## src/rtl/alu_arbiter.sv

```systemverilog
// Two-port round-robin arbiter feeding a shared combinational ALU through a two-stage pipeline.
// Optional build macro ALU_ARB_FIXED_PRIO_EN: port 0 always wins contention and the priority pointer is removed.
module alu_arbiter #(
  parameter int WIDTH = 32,
  parameter int CTLW  = 4
) (
  input  logic             clk,
  input  logic             reset,
  input  logic             req_valid0,
  input  logic             req_valid1,
  output logic             req_ready0,
  output logic             req_ready1,
  input  logic [WIDTH-1:0] req_a0,
  input  logic [WIDTH-1:0] req_b0,
  input  logic [WIDTH-1:0] req_a1,
  input  logic [WIDTH-1:0] req_b1,
  input  logic [CTLW-1:0]  req_ctl0,
  input  logic [CTLW-1:0]  req_ctl1,
  output logic             resp_valid0,
  output logic             resp_valid1,
  output logic [WIDTH-1:0] resp_result,
  output logic             resp_zero,
  output logic [WIDTH-1:0] alu_a,
  output logic [WIDTH-1:0] alu_b,
  output logic [CTLW-1:0]  alu_ctl,
  input  logic [WIDTH-1:0] alu_result,
  input  logic             alu_zero
);

  logic             grant0_s;
  logic             grant1_s;
  logic             accept_s;
  logic [WIDTH-1:0] sel_a_s;
  logic [WIDTH-1:0] sel_b_s;
  logic [CTLW-1:0]  sel_ctl_s;
  logic             s1_valid_r;
  logic             s1_port_r;

`ifndef ALU_ARB_FIXED_PRIO_EN
  logic             prio_r;
`endif

  // Grant selection: one-hot or zero, held off while reset is asserted.
  always_comb begin
    grant0_s = 1'b0;
    grant1_s = 1'b0;
    if (reset) begin
      grant0_s = 1'b0;
      grant1_s = 1'b0;
    end else if (req_valid0 && req_valid1) begin
`ifdef ALU_ARB_FIXED_PRIO_EN
      grant0_s = 1'b1;
      grant1_s = 1'b0;
`else
      grant0_s = ~prio_r;
      grant1_s = prio_r;
`endif
    end else begin
      grant0_s = req_valid0;
      grant1_s = req_valid1;
    end
  end

  assign req_ready0 = grant0_s;
  assign req_ready1 = grant1_s;
  assign accept_s   = grant0_s | grant1_s;

  // Operand mux for the winning port.
  always_comb begin
    sel_a_s   = {WIDTH{1'b0}};
    sel_b_s   = {WIDTH{1'b0}};
    sel_ctl_s = {CTLW{1'b0}};
    case ({grant1_s, grant0_s})
      2'b01: begin
        sel_a_s   = req_a0;
        sel_b_s   = req_b0;
        sel_ctl_s = req_ctl0;
      end
      2'b10: begin
        sel_a_s   = req_a1;
        sel_b_s   = req_b1;
        sel_ctl_s = req_ctl1;
      end
      default: begin
        sel_a_s   = alu_a;
        sel_b_s   = alu_b;
        sel_ctl_s = alu_ctl;
      end
    endcase
  end

`ifndef ALU_ARB_FIXED_PRIO_EN
  // Round-robin pointer: favour the other port after every grant.
  always_ff @(posedge clk) begin
    if (reset) begin
      prio_r <= 1'b0;
    end else if (accept_s) begin
      prio_r <= grant0_s;
    end else begin
      prio_r <= prio_r;
    end
  end
`endif

  // Issue stage: ALU inputs only change on accept so they stay quiet when idle.
  always_ff @(posedge clk) begin
    if (reset) begin
      alu_a      <= {WIDTH{1'b0}};
      alu_b      <= {WIDTH{1'b0}};
      alu_ctl    <= {CTLW{1'b0}};
      s1_valid_r <= 1'b0;
      s1_port_r  <= 1'b0;
    end else if (accept_s) begin
      alu_a      <= sel_a_s;
      alu_b      <= sel_b_s;
      alu_ctl    <= sel_ctl_s;
      s1_valid_r <= 1'b1;
      s1_port_r  <= grant1_s;
    end else begin
      s1_valid_r <= 1'b0;
    end
  end

  // Capture stage: one-cycle response pulse to the port that issued the op.
  always_ff @(posedge clk) begin
    if (reset) begin
      resp_result <= {WIDTH{1'b0}};
      resp_zero   <= 1'b0;
      resp_valid0 <= 1'b0;
      resp_valid1 <= 1'b0;
    end else if (s1_valid_r) begin
      resp_result <= alu_result;
      resp_zero   <= alu_zero;
      resp_valid0 <= ~s1_port_r;
      resp_valid1 <= s1_port_r;
    end else begin
      resp_valid0 <= 1'b0;
      resp_valid1 <= 1'b0;
    end
  end

endmodule

```

## config.mk

```make
export PLATFORM = sky130hd
export DESIGN_NAME = alu_arbiter
export DESIGN_NICKNAME = d
export VERILOG_FILES = /design/src/rtl/alu_arbiter.sv
export SDC_FILE = /design/constraint.sdc
export NUM_CORES = 1
export LEC_CHECK = 0
export CORE_AREA = 8 8 113 115
export CTS_BUF_LIST = sky130_fd_sc_hd__clkbuf_8
export DETAILED_ROUTE_END_ITERATION = 6
export DIE_AREA = 0 0 121 123
export PLACE_DENSITY = 0.87
export SYNTH_ARGS = -nofsm -noshare
export SYNTH_HDL_FRONTEND = slang
export SYNTH_SLANG_ARGS = --single-unit
```

## constraint.sdc

```tcl
create_clock -name clk -period 3.9 [get_ports clk]
set_clock_uncertainty 0.05 [all_clocks]
set_input_delay 0.975 -clock clk [delete_from_list [all_inputs] [get_ports clk]]
set_output_delay 0.975 -clock clk [all_outputs]
set_load 0.01 [all_outputs]
```

# Word level (Yosys, flattened, before mapping)
# Cells that the tools add are included.
[word_totals] regBits=106 input_bits=173 wordCells=28
[classes] eq_ne=2 muxes=8 n_bitwise=4 n_reduce_logical=4
[op_table] cell="one-hot mux 32 bit (2 select lines)" count=2
[op_table] cell="one-hot mux 4 bit (2 select lines)" count=1
[op_table] cell="two-way mux 1 bit" count=5
[op_table] cell="NOT 1 bit" count=3
[op_table] cell="equality test 2 x 1 -> 1 bit, second input constant" count=1
[op_table] cell="equality test 2 bit, second input constant" count=1
[op_table] cell="AND reduction 2 bit" count=1
[op_table] cell="nonzero test 2 bit" count=1
[op_table] cell="OR reduction 2 bit" count=1
[op_table] cell="logical AND 1 bit" count=1
[op_table] cell="OR 1 bit" count=1

# Depth between registers and ports, before layout
# Gate-level depths: netlist (run 1).
[logic_depth] depth_word=6 ltp_mapped=9

# Worst setup path after synthesis (run 1)
# OpenSTA, ideal clock, no wires.
[synth_path] path_type="input to register" start="in reset" end="reg alu_a[0]" arrival_time_ns=2.591 setup_slack_ns=1.121 cell_stages=9 cell_sequence="clkbuf_1 -> clkbuf_1 -> nor3_1 -> ha_1 -> buf_4 -> buf_8 -> buf_12 -> mux2i_1 -> a211oi_1"
[synth_between] elab_chain_len=4
[synth_lines] item="start: declaration" line="8" source="input logic reset,"
[synth_lines] item="two-way mux 1 bit (*)" line="47" source="if (reset) begin"
[synth_lines] item="net req_ready1" line="12" source="output logic req_ready1,"
[synth_lines] item="equality test 2 bit / equality test 2 x 1 -> 1 bit (equally long branches)" line="73" source="case ({grant1_s, grant0_s})"
[synth_lines] item="nonzero test 2 bit (no source line)"
[synth_lines] item="AND reduction 2 bit (no source line)"
[synth_lines] item="end signal: assignment" line="108" source="alu_a <= {WIDTH{1'b0}};"
[synth_lines] item="end signal: assignment" line="114" source="alu_a <= sel_a_s;"
[synth_lines] item="end: declaration" line="23" source="output logic [WIDTH-1:0] alu_a,"
# Mark *: on every way through the listed nets, which the timed path passes. The rest lies on a longest branch.
# A chain may end at the register's enable or synchronous reset.

# Worst setup path in the final report (run 1)
[layout_path] start="in req_valid1" end="out req_ready1"
[layout_between] elab_chain_len=3
[layout_lines] item="start: declaration" line="10" source="input logic req_valid1,"
[layout_lines] item="logical AND 1 bit" line="50" source="end else if (req_valid0 && req_valid1) begin"
[layout_lines] item="two-way mux 1 bit (*)" line="50"
[layout_lines] item="two-way mux 1 bit (*)" line="47"
[layout_lines] item="end: declaration" line="12"
# Every way passes the cells marked *; elsewhere a longest branch is shown, timed or not.

==> impl_metrics.json, run 1 <==
{
  "status": "finished, final reports clean",
  "rsz0062_at_grt": "no",
  "ys_types": 22,
  "num_vias": 4080,
  "ys_ff_latch": 106,
  "p_leak_uw": 0.00262,
  "port_buffers": 277,
  "die_h_um": 123,
  "cp-end-kind": "primary output",
  "gp_congestion": 0.804,
  "track_usage": 0.187,
  "start_util": 0.394,
  "yosysWarnings": 0,
  "tns_ns": 0,
  "fin_util": 0.666,
  "tightest_slew_ns": 1.03,
  "drc": 0,
  "area_growth_pct": 69.2,
  "cts.repair.resized": 0,
  "slew_headroom": 0.315,
  "grt_pass1_wl_um": 22200,
  "die_area_sq_um": 14900,
  "io_pins": 278,
  "n_fill_cell": 844,
  "place_area_sq_um": 7210,
  "hold_viol_final": 0,
  "period_minus_slack_ns": 3.60,
  "clock_sinks": 106,
  "worstPathMaxFanout": 3,
  "clock.fmax_mhz": 277,
  "cts_buffers": 9,
  "path_class": "in2out",
  "vdd_drop_max_v": 0.000230,
  "htreeDepth": 3,
  "cts_hold_buf": 0,
  "nNetsFinal": 864,
  "std_cell_rows": 39,
  "worst_ep_required_time_ns": 2.87,
  "grt.overflow.total": 0,
  "drive_above_1_share": 0.0418,
  "fin_area_sq_um": 7380,
  "cts_setup_buffers": 0,
  "hp-class": "reg2reg",
  "cts.clk_slew.worst_paths_ns": 0.09,
  "drt_iter0_markers": 211,
  "clkLatencyLatePin_ns": 0.35,
  "core_sq_um": 11100,
  "dp_hpwl_um": 11700,
  "antenna_found_initial": 0,
  "drtAntennaViolNets": 0,
  "synth.net_count": 607,
  "final_cells": 837,
  "drt-pass1-iter-count": 4,
  "power_uw": 2520,
  "finalSetupViolCount": 0,
  "die_w_um": 121,
  "fin_crit_sh": 0.924,
  "cp-start-kind": "primary input",
  "syn_area_sq_um": 4360,
  "vias_per_cell": 4.87,
  "drv_slew": 0,
  "drt-wirelength-per-cell_um": 17.5,
  "synth_area_per_cell_sq_um": 10.1,
  "synth_seq_area_share": 0.487,
  "postSynthCellCount": 432,
  "maxCapViolCount": 0,
  "p_per_area_nw_per_um2": 342,
  "grt_pass1_vias": 4350,
  "cts_tree": "done",
  "dp_cells": 821,
  "arrival_ns": 2.58,
  "clockBufferDepth": 2,
  "drt-total-wl_um": 14600,
  "clock_tree.root_cell": "clkbuf_8",
  "n_antenna_cell": 0,
  "grt_max_degree": 90
}
==> kinds of logic (layout without fill, tap and decap cells) <==
| logic type | after synthesis | in the layout | synth area share |
|---|---|---|---|
| AO/OA/AOI/OAI | 71 | 71 | 0.123 |
| flip-flops | 106 | 106 | 0.487 |
| adder cells (fa/ha/maj) | 2 | 2 | 0.00574 |
| buffers and inverters | 41 | 303 | 0.0531 |
| AND/OR/NAND/NOR | 111 | 111 | 0.100 |
| multiplexers | 101 | 101 | 0.232 |
==> synthesized netlist by cell type <==
master,instances,area share
buf_8,1,0.0034
o32ai_1,1,0.0020
nor2_1,102,0.088
o22ai_1,1,0.0014
a211oi_1,68,0.12
and3b_1,1,0.0020
a21bo_2,1,0.0023
nor3b_1,1,0.0017
nand2_1,2,0.0017
nor2b_1,1,0.0014
buf_1,3,0.0026
or2_2,2,0.0029
clkbuf_1,20,0.017
nor3_1,1,0.0011
mux2i_1,101,0.23
ha_1,2,0.0057
or3_1,1,0.0014
inv_1,2,0.0017
buf_2,6,0.0069
buf_12,2,0.0092
dfxtp_1,106,0.49
buf_4,7,0.012
==> state kept, by name (all words and copies together) (netlist names) <==
register     count
alu_a           32
alu_b           32
resp_result     32
alu_ctl          4
prio_r           1
resp_valid0      1
resp_valid1      1
resp_zero        1
s1_port_r        1
s1_valid_r       1
==> worst max-delay path, stage by stage <==
cell	delay (ns)
clkdlybuf4s50_1	0.48
inv_1	0.07
nor3_1	0.42
clkdlybuf4s50_1	0.63
==> stage by stage <==
stage / setup WS (ns) / hold WS (ns)
floorplan: 1.12 / 0.363
global placement: 0.387 / 0.409
detailed placement: 0.321 / 0.409
CTS: 0.306 / 0.424
global route: 0.219 / 0.443
finish: 0.296 / 0.432
==> layer usage <==
layer  vias up  wire length, um  part of all wire  global-route usage
met3        19             1720              0.12              0.0963
met5         -                0                 0                   0
met4         0              224             0.015              0.0570
met2       189             7320              0.50               0.337
met1      1837             5360              0.37               0.183
li1       2035                -                 -                   -
==> power breakdown <==
part	internal, uW	switching (uW)	total (uW)
clock	246	351	597
sequential	1180	58.7	1230
combinational	418	272	690
total	1840	683	2520
==> final timing paths <==
check | from | endpoint | slack (ns) | cells after the start
min reg2reg | s1_port_r$_SDFFE_PP0P_ | resp_valid0$_SDFF_PP0_ | 0.43 | 1
min | s1_port_r$_SDFFE_PP0P_ | resp_valid0$_SDFF_PP0_ | 0.43 | 1
max reg2reg | prio_r$_SDFFE_PP0P_ | alu_b[1]$_SDFFE_PP0P_ | 1.72 | 6
max | req_valid1 | req_ready1 | 0.30 | 4
==> final cells by class <==
type	instances	area [sq um]	share of cell area
multi-input combinational	285	2030	0.275
tap	143	179	0.0242
sequential	106	2120	0.288
timing repair buffer	285	2870	0.388
clock inverter	6	33.8	0.00458
clock buffer	10	138	0.0186
inverter	2	7.51	0.00102
==> layout by cell type (no fill, tap or decap) <==
cell,instances
ha_4,2
nor2_1,102
inv_1,4
clkbuf_8,10
clkinv_2,2
mux2i_1,101
nand2_1,2
buf_4,6
nor2b_1,1
o32ai_1,1
inv_6,1
or2_2,2
buf_12,3
and3b_1,1
clkinvlp_4,1
o22ai_1,1
a21bo_2,1
dfxtp_2,1
dfxtp_1,105
nor3_1,1
clkdlybuf4s50_1,276
nor3b_1,1
or3_1,1
a211oi_1,68
No activity file was read; power rests on OpenSTA's default activity.
==> inputs of run 2 (changes only) <==
--- a/config.mk
+++ b/config.mk
@@ -6,9 +6,10 @@
 export NUM_CORES = 1
 export LEC_CHECK = 0
-export CORE_AREA = 8 8 113 115
+export CORE_AREA = 8 8 101 103
 export CTS_BUF_LIST = sky130_fd_sc_hd__clkbuf_8
 export DETAILED_ROUTE_END_ITERATION = 6
-export DIE_AREA = 0 0 121 123
-export PLACE_DENSITY = 0.87
+export DIE_AREA = 0 0 109 111
+export DONT_BUFFER_PORTS = 1
+export PLACE_DENSITY = 0.66
 export SYNTH_ARGS = -nofsm -noshare
 export SYNTH_HDL_FRONTEND = slang
==> constraint.sdc (replaced) <==
create_clock -name clk -period 3.9 [get_ports clk]
set_clock_uncertainty 0.05 [all_clocks]
set_input_delay 0.78 -clock clk [delete_from_list [all_inputs] [get_ports clk]]
set_output_delay 0.78 -clock clk [all_outputs]
set_load 0.01 [all_outputs]
==> impl_metrics.json, run 2 (synthesis gave the netlist of run 1 again) <==
{
  "die_area_sq_um": 12100,
  "fin_ws_ns": 1.29,
  "tightest_slew_ns": 0.997,
  "vdd_drop_max_v": 0.000220,
  "finalSetupViolCount": 0,
  "clockBufferDepth": 2,
  "core_sq_um": 8550,
  "grt_pass1_wl_um": 17200,
  "reg_top3": "alu_a (32), alu_b (32), resp_result (32)",
  "period_minus_slack_ns": 2.61,
  "final_cell_mix": "105 x dfxtp_1, 102 x nor2_1, 101 x mux2i_1, 68 x a211oi_1, 9 x clkbuf_8",
  "cts.repair.resized": 0,
  "dp_hpwl_um": 8860,
  "gp_congestion": 0.753,
  "cts_hold_buf": 0,
  "cts_setup_buffers": 0,
  "die_w_um": 109,
  "grt.overflow.total": 0,
  "area_growth_pct": 3.24,
  "drive_above_1_share": 0.0511,
  "n_antenna_cell": 0,
  "drtAntennaViolNets": 0,
  "worstPathMaxFanout": 40,
  "grt.met1_usage": 0.190,
  "p_leak_uw": 0.00153,
  "grt-busiest-layer": "met2",
  "start_util": 0.510,
  "grt_max_degree": 111,
  "rrSetupSlack_ns": 1.40,
  "place_area_sq_um": 4340,
  "status": "finished, final reports clean",
  "port_buffers": 0,
  "vias_per_cell": 5.65,
  "p_per_area_nw_per_um2": 472,
  "worstHoldStart": "s1_port_r$_SDFFE_PP0P_",
  "die_h_um": 111,
  "met3_usage": 0.0773,
  "hold_depth": 1,
  "cts_buffers": 9,
  "layout_commonest_cell": "dfxtp_1",
  "io_pins": 278,
  "worst_ep_required_time_ns": 4.11,
  "hold_end": "resp_valid0$_SDFF_PP0_",
  "cp-end-kind": "register",
  "tns_ns": 0,
  "r2r-end": "alu_a[26]$_SDFFE_PP0P_",
  "clock_tree.root_cell": "clkbuf_8",
  "clkLatencyLatePin_ns": 0.35,
  "clock.fmax_mhz": 383,
  "antenna_found_initial": 0,
  "slew_headroom": 0.335,
  "reg2reg_from": "prio_r$_SDFFE_PP0P_",
  "drt_iter0_markers": 115,
  "std_cell_rows": 34,
  "nNetsFinal": 581,
  "drc": 0,
  "hp-class": "reg2reg",
  "cts.clk_slew.worst_paths_ns": 0.09,
  "arrival_ns": 2.82,
  "maxCapViolCount": 0,
  "grt_use_met2": 0.306,
  "cts_tree": "done",
  "grt_pass1_vias": 3032,
  "hold_viol_final": 0,
  "fin_area_sq_um": 4500,
  "clock_sinks": 106,
  "rsz0062_at_grt": "no",
  "fin_crit_sh": 0.670,
  "dpl_worst_slack_ns": 0.893,
  "dp_cells": 503,
  "drt-wirelength-per-cell_um": 22.4,
  "path_class": "in2reg",
  "num_vias": 2931,
  "track_usage": 0.179,
  "drt-pass1-iter-count": 3,
  "r2r_cells": 6,
  "drv_slew": 0,
  "final_cells": 519,
  "cp-start-kind": "primary input",
  "drt-total-wl_um": 11600,
  "htreeDepth": 3
}
-- run 2: layout make-up --
type	instances	area (sq um)
flip-flops and latches	106	2120
clock buffers	9	124
multi-input cells	285	2030
inverters	2	7.51
clock inverters	7	40.0
repair buffers	2	40.0
well taps	108	135
fillers	755	4050
-- run 2: worst max-delay path by stage --
stage | startpoint | slack (ns) | endpoint | depth (start not counted)
6_report | req_valid0 | 1.29 | alu_a[26]$_SDFFE_PP0P_ | 6
2_1_floorplan | reset | 1.32 | alu_a[0]$_SDFFE_PP0P_ | 9
3_3_place_gp | req_valid0 | 0.94 | alu_a[25]$_SDFFE_PP0P_ | 6
5_1_grt | req_valid0 | 1.17 | alu_a[26]$_SDFFE_PP0P_ | 6
3_5_place_dp | req_valid0 | 0.89 | alu_a[25]$_SDFFE_PP0P_ | 6
4_1_cts | req_valid0 | 1.28 | alu_a[23]$_SDFFE_PP0P_ | 6
-- run 2: worst max-delay path, stage by stage --
cell and delay [ns]:
nor2b_1 0.13, nor3_1 0.51, ha_4 0.59, buf_12 0.34
mux2i_1 0.12, a211oi_1 0.29
-- run 2: layer usage --
metal,part of all wire,up-vias
li1,-,1465
met1,0.38,1297
met2,0.49,159
met3,0.12,10
met4,0.012,0
met5,0,-
-- run 2: per-stage QoR --
| step | hold WS, ns | power, uW | utilization |
|---|---|---|---|
| final | 0.398 | 2120 | 0.527 |
| after global placement | 0.379 | 1570 | 0.507 |
| after global routing | 0.412 | 2230 | 0.527 |
| after floorplan | 0.363 | 1530 | - |
| after CTS | 0.400 | 2160 | 0.527 |
| after detailed placement | 0.385 | 1580 | 0.507 |
-- run 2: power breakdown --
| group | switching [uW] | total (uW) | internal [uW] | leakage, uW |
|---|---|---|---|---|
| Clock | 350 | 576 | 226 | 0.0000890 |
| Sequential | 125 | 1300 | 1180 | 0.000873 |
| Combinational | 128 | 247 | 118 | 0.000569 |
